[src/rtl/mul_share_arb.sv]
// N-client arbiter in front of one shared pipelined unsigned multiplier.
// A one-hot tag travels with each operand pair so the product returns to its issuer.
module mul_share_arb #(
    parameter int unsigned NCLI = 2,
    parameter int unsigned AW   = 27,
    parameter int unsigned BW   = 27,
    parameter int unsigned LAT  = 2,
    parameter int unsigned RR   = 0
) (
    input  logic                 clk,
    input  logic                 reset,
    input  logic [NCLI-1:0]      req,
    input  logic [NCLI-1:0]      lock,
    input  logic [NCLI*AW-1:0]   a,
    input  logic [NCLI*BW-1:0]   b,
    output logic [NCLI-1:0]      gnt,
    output logic [NCLI-1:0]      out_vld,
    output logic [AW+BW-1:0]     out,
    output logic                 busy
);
    localparam int unsigned IW = (NCLI > 1) ? $clog2(NCLI) : 1;
    localparam int unsigned PW = AW + BW;

    logic [IW-1:0]   ptr;
    logic [IW-1:0]   lock_idx;
    logic            lock_vld;
    logic            lock_hit;
    logic [IW-1:0]   gidx;
    logic [IW-1:0]   idx;
    logic            found;
    logic            any_gnt;
    logic [AW-1:0]   a_sel;
    logic [BW-1:0]   b_sel;
    logic [AW-1:0]   a_q;
    logic [BW-1:0]   b_q;
    logic [LAT-1:0]  v_q;
    logic [NCLI-1:0] tag_q [LAT];

    // A held lock overrides arbitration only while its owner keeps requesting.
    always_comb begin
        gnt      = '0;
        gidx     = '0;
        idx      = '0;
        found    = 1'b0;
        lock_hit = lock_vld && req[lock_idx];
        if (lock_hit) begin
            gidx  = lock_idx;
            found = 1'b1;
        end else begin
            for (int unsigned i = 0; i < NCLI; i++) begin
                idx = (RR != 0) ? IW'((32'(ptr) + i) % NCLI) : IW'(i);
                if (!found && req[idx]) begin
                    gidx  = idx;
                    found = 1'b1;
                end
            end
        end
        any_gnt = found && reset;
        if (any_gnt) begin
            gnt[gidx] = 1'b1;
        end
    end

    always_comb begin
        a_sel = '0;
        b_sel = '0;
        for (int unsigned i = 0; i < NCLI; i++) begin
            if (gidx == IW'(i)) begin
                a_sel = a[i*AW +: AW];
                b_sel = b[i*BW +: BW];
            end
        end
    end

    always_ff @(posedge clk or negedge reset) begin
        if (!reset) begin
            ptr      <= '0;
            lock_vld <= 1'b0;
            lock_idx <= '0;
            a_q      <= '0;
            b_q      <= '0;
            v_q      <= '0;
            for (int unsigned k = 0; k < LAT; k++) begin
                tag_q[k] <= '0;
            end
        end else begin
            if (any_gnt) begin
                a_q <= a_sel;
                b_q <= b_sel;
                // Lock-held grants leave the rotation pointer untouched.
                if (!lock_hit) begin
                    ptr <= (gidx == IW'(NCLI-1)) ? '0 : gidx + 1'b1;
                end
            end
            lock_vld <= any_gnt && lock[gidx];
            lock_idx <= gidx;
            v_q[0]   <= any_gnt;
            tag_q[0] <= gnt;
            for (int unsigned k = 1; k < LAT; k++) begin
                v_q[k]   <= v_q[k-1];
                tag_q[k] <= tag_q[k-1];
            end
        end
    end

    // Data registers load only behind a valid entry, so out keeps the last product.
    generate
        if (LAT == 1) begin : g_lat1
            assign out = PW'(a_q) * PW'(b_q);
        end else begin : g_latn
            logic [PW-1:0] prod_q [1:LAT-1];
            always_ff @(posedge clk or negedge reset) begin
                if (!reset) begin
                    for (int unsigned k = 1; k < LAT; k++) begin
                        prod_q[k] <= '0;
                    end
                end else begin
                    if (v_q[0]) begin
                        prod_q[1] <= PW'(a_q) * PW'(b_q);
                    end
                    for (int unsigned k = 2; k < LAT; k++) begin
                        if (v_q[k-1]) begin
                            prod_q[k] <= prod_q[k-1];
                        end
                    end
                end
            end
            assign out = prod_q[LAT-1];
        end
    endgenerate

    assign out_vld = v_q[LAT-1] ? tag_q[LAT-1] : '0;
    assign busy    = |v_q;

endmodule

[config.mk]
export PLATFORM = sky130hd
export DESIGN_NAME = mul_share_arb
export DESIGN_NICKNAME = d
export VERILOG_FILES = /design/src/rtl/mul_share_arb.sv
export SDC_FILE = /design/constraint.sdc
export NUM_CORES = 2
export LEC_CHECK = 0
export ABC_AREA = 1
export CORE_ASPECT_RATIO = 1.5
export CORE_MARGIN = 5
export CORE_UTILIZATION = 60
export CTS_CLUSTER_SIZE = 24
export DETAILED_ROUTE_END_ITERATION = 10
export PLACE_DENSITY = 0.82
export SYNTH_ARGS = -nofsm -noshare
export SYNTH_HDL_FRONTEND = slang
export SYNTH_SLANG_ARGS = --single-unit
[constraint.sdc]
create_clock -name clk -period 8.1 [get_ports clk]
set_input_delay 1.215 -clock clk [delete_from_list [all_inputs] [get_ports clk]]
set_output_delay 1.215 -clock clk [all_outputs]
set_load 0.01 [all_outputs]
# Yosys cells after proc, flatten, opt, wreduce, memory -nomap -nowiden
# Cells that the tools add are included.
# word_totals
ff_bits	116
latchBits	0
ram_bits	0
mem_bits_ro	0
in_bits	114
output_inout_bits	59
elab_cells	35
memories	0
# classes
add_sub_neg	0
multipliers	1
div_mod_pow	0
order_cmp	3
n_eq_ne	0
shift	0
n_mux	16
n_bitwise	0
reduce_logical	7
# op_table
op	count
27-bit by 27-bit multiplier with 54-bit output	1
27-bit two-way mux	2
1-bit two-way mux	11
1-bit logical AND	5
1-bit by 2-bit less-than comparator with 1-bit output, second input constant	2
2-bit two-way mux	2
2-bit OR reduction	1
1-bit demux with 1-bit select	1
1-bit >= comparator, second input constant	1
1-bit zero test	1

# Depth between registers and ports, before layout
# logic_depth
word_depth	13
mapped_depth	31

# Worst setup path before layout
# Ideal clock, no wire load.
# synth_path
path_type	register to register
start	register b_q[3]
end	register g_latn.prod_q (netlist bit out[29])
setup_ps	117
t_arrival_ps	5903
required_time_ps	7983
path_slack_ps	2079
stages_incl_launch_ff	28
path_buffers	2
synth_period_minus_slack_ps	6021
path_cell_list	dfrtp_1 -> clkbuf_1 -> clkbuf_1 -> nand2_1 -> fa_1 -> inv_1 -> fa_1 -> inv_1 -> fa_1 -> fa_1 -> fa_1 -> inv_1 -> fa_1 -> inv_1 -> fa_1 -> inv_1 -> ha_1 -> nand2_1 -> inv_1 -> nand2_1 -> nand2_1 -> inv_1 -> nand2_1 -> nand2_1 -> nand3_1 -> or2_2 -> nand3_1 -> nand2_1
# synth_between
elab_chain_cells	1
# synth_rtl
item	line	rtl
start, declared	35	logic [BW-1:0] b_q;
start signal, assigned	89	b_q <= b_sel;
27-bit by 27-bit multiplier with 54-bit output	119	prod_q[1] <= PW'(a_q) * PW'(b_q);
end signal, assigned by index	123	prod_q[k] <= prod_q[k-1];
end, declared	111	logic [PW-1:0] prod_q [1:LAT-1];
# No other way between the ends.
# A chain may end at the register's enable or synchronous reset.

# Final worst setup path
# Same ends and word-level chain as after synthesis.

==> results.md <==
- Run status: finished, final reports clean
- Max Fclk: 139 MHz
- Max cap viols: 0
- Synth Register Bits: 116
- Worst EP required: between 8000 and 9000 ps
- Tmin final: 7200 ps
- Area share of the largest cell type after synthesis: 0.412
- Worst slew margin: 0.265
- Clock sink count: approximately 120
- Detailed Place HPWL: 76400 um
- Asr flop ratio synth: 1.00
- Cell taking the most area after synthesis: fa_1
- Worst Setup SP: b_q[3]$_DFFE_PN0P_
- Clk_lat worst skew: about 440 ps
- Total vias in the final route: around 26000
- Die Height: 285 um
- Fin crit share: 0.889
- FP Rows: ~100
- Initial antenna violation count: 2
- Worst Hold Depth: 0
- CTS resizes: 0
- Synth Warn #: 0
- Post-route ant nets: 0
- Routability Congestion: 1.01
- Tightest Pin Transition: ~1100 ps
- DRC violations left: 0
- Hold_sp: tag_q[2]$_DFF_PN0_
- First-pass GRT wire length: 147000 um
- Buffers on Ports: 172
- Post-synth EDFFs: 0
- Layout cells sized above 1: 0.0513
- Commonest non-fill, non-tap cell in the layout: nand2_1
- Sequential area share after synthesis: 0.0957
- Vias in the first global route: 28077
- Highest fanout seen on the critical path: 21
- TritonCTS clock tree: done
- Drt total wl: between 90000 and 100000 um
- Initial detailed-routing violation count: 1964
- Hold Fails Final Rpt: 0
- Most frequent cells in the layout: 1395 x nand2_1, 1214 x inv_1, 624 x fa_1
- CP Capture Type: flop
- Area delta synth->final: 10.2%
- Critical register-to-register path startpoint: b_q[3]$_DFFE_PN0P_
- Setup bufs post-CTS: 0
- Clock Skews: 14.4 ps
- Top post-synthesis cells by area: fa_1 41%, nand2_1 17%, inv_1 15%, dfrtp_1 9.6%, ha_1 8.0%
- Clock-pin slew on the worst setup and hold paths: 60 ps
- FF-to-FF End: out[29]$_DFFE_PN0P_
- Synth Net Count: 5020
- Nets: 5112
- Final setup vio count: 0
- Vias/cell: between 5 and 6
- Grt total ovfl: 0
- Reg2Reg Setup Slack: 900 ps
- RSZ-0062 raised after global routing: false
- Chip width: 194 um
- Hold Buf Count CTS: 0
- Synth Area per Inst: 7.41 um^2
- FF-to-FF path depth: 26
- Syn Inst Count: about 4000
- Slew Viols, Final: 0
- Setup tns final: 0 ps
- Fillers: 4252
- I/O Pins: 173
- Cell chosen for the clock root: clkbuf_16
- Data arrival, critical path: 7520 ps
- Largest net degree at the start of global routing: 63
- Netlist cell types: 32
- Total iterations of the first detailed-routing run: 7
- Hold endpoint: tag_q[0]$_DFF_PN0_
- Clk buf depth: 2
- Core area: between 50000 and 60000 um^2
- Critical path class: flop to flop
- Initial Util: 0.603
- Post-synth top flop: dfrtp_1
- CP Launch Type: flop
- Htree depth: 4
- Avg WL per Cell: 18.8 um
- Mapped Area: 30300 um^2
- Hold crit path type: flop to flop
- Tot GR Track Use: 0.341
- Num CTS Buffers: 17
- Total die area: 55200 um^2
[sequential cells by signal (all words and copies together) (netlist names)]
register and cells:
b_q 27, tag_q 4, lock_vld 1, lock_idx 1
v_q 2, a_q 27, out 54
[kinds of logic after synthesis]
group	after synthesis	share of synthesized area
fa+ha+maj	817	0.492
flops	116	0.0957
compound gates	54	0.00920
xor+xnor	22	0.00636
buf+inv	1419	0.176
simple gates	1661	0.221
[synthesized netlist by cell type, types with 21 or more instances]
| master | number |
|---|---|
| nand2_1 | 1395 |
| nor2_2 | 35 |
| dfrtp_1 | 116 |
| inv_1 | 1215 |
| nand3_1 | 118 |
| fa_1 | 624 |
| a21oi_1 | 30 |
| ha_1 | 193 |
| buf_1 | 58 |
| nor2_1 | 48 |
| clkbuf_1 | 124 |
| nand2_2 | 21 |
[worst max-delay path, stage by stage (launching register included)]
cell and delay (ps):
dfrtp_1 1050, buf_4 310, nand2_1 90, fa_1 580, inv_1 60, fa_1 570, inv_1 70, fa_1 560
fa_1 450, fa_1 550, inv_1 50, fa_1 480, inv_1 50, fa_1 530, inv_1 60, ha_1 330
nand2_1 140, inv_1 70, nand2_1 60, nand2_1 100, inv_1 70, nand2_1 90, nand2_1 80, nand3_1 160
or2_2 320, nand3_1 110, nand2_1 70
[final cells by class]
cell class	instances	area (um^2)	share of cell area
repair buffers	264	2410	0.0721
clock buffers	19	443	0.0133
flip-flops and latches	116	2900	0.0868
multi-input cells	2554	22100	0.661
inverters	1228	4610	0.138
diodes	1	2.50	0.0000749
well taps	669	837	0.0250
clock inverters	13	124	0.00371
[worst max path at each step]
stage	end	slack [ps]	depth (start not counted)
finish	out[29]$_DFFE_PN0P_	900	26
global route	out[29]$_DFFE_PN0P_	720	26
CTS	out[30]$_DFFE_PN0P_	1030	24
detailed placement	out[30]$_DFFE_PN0P_	1070	24
global placement	out[30]$_DFFE_PN0P_	1060	24
floorplan	out[29]$_DFFE_PN0P_	2080	27
[metal layers]
metal	wire length, um	part of all wire	global-route usage
met2	44700	0.49	0.588
met4	7450	0.081	0.219
met3	8540	0.093	0.0805
met5	0	0	0
met1	30800	0.34	0.377
[per-stage QoR]
step	instance area, um^2	worst slack (ps)	utilization	hold WS, ps	instances
after global routing	33400	718	0.664	354	4863
after detailed placement	32900	1070	0.653	336	4831
final	33400	902	0.665	348	4864
after global placement	32900	1060	0.653	332	4831
after CTS	33400	1030	0.664	350	4863
after floorplan	30300	2080	-	331	4089
Power is not shown: default switching activity piles up to over one toggle a cycle in this logic, so the estimate is an artifact.
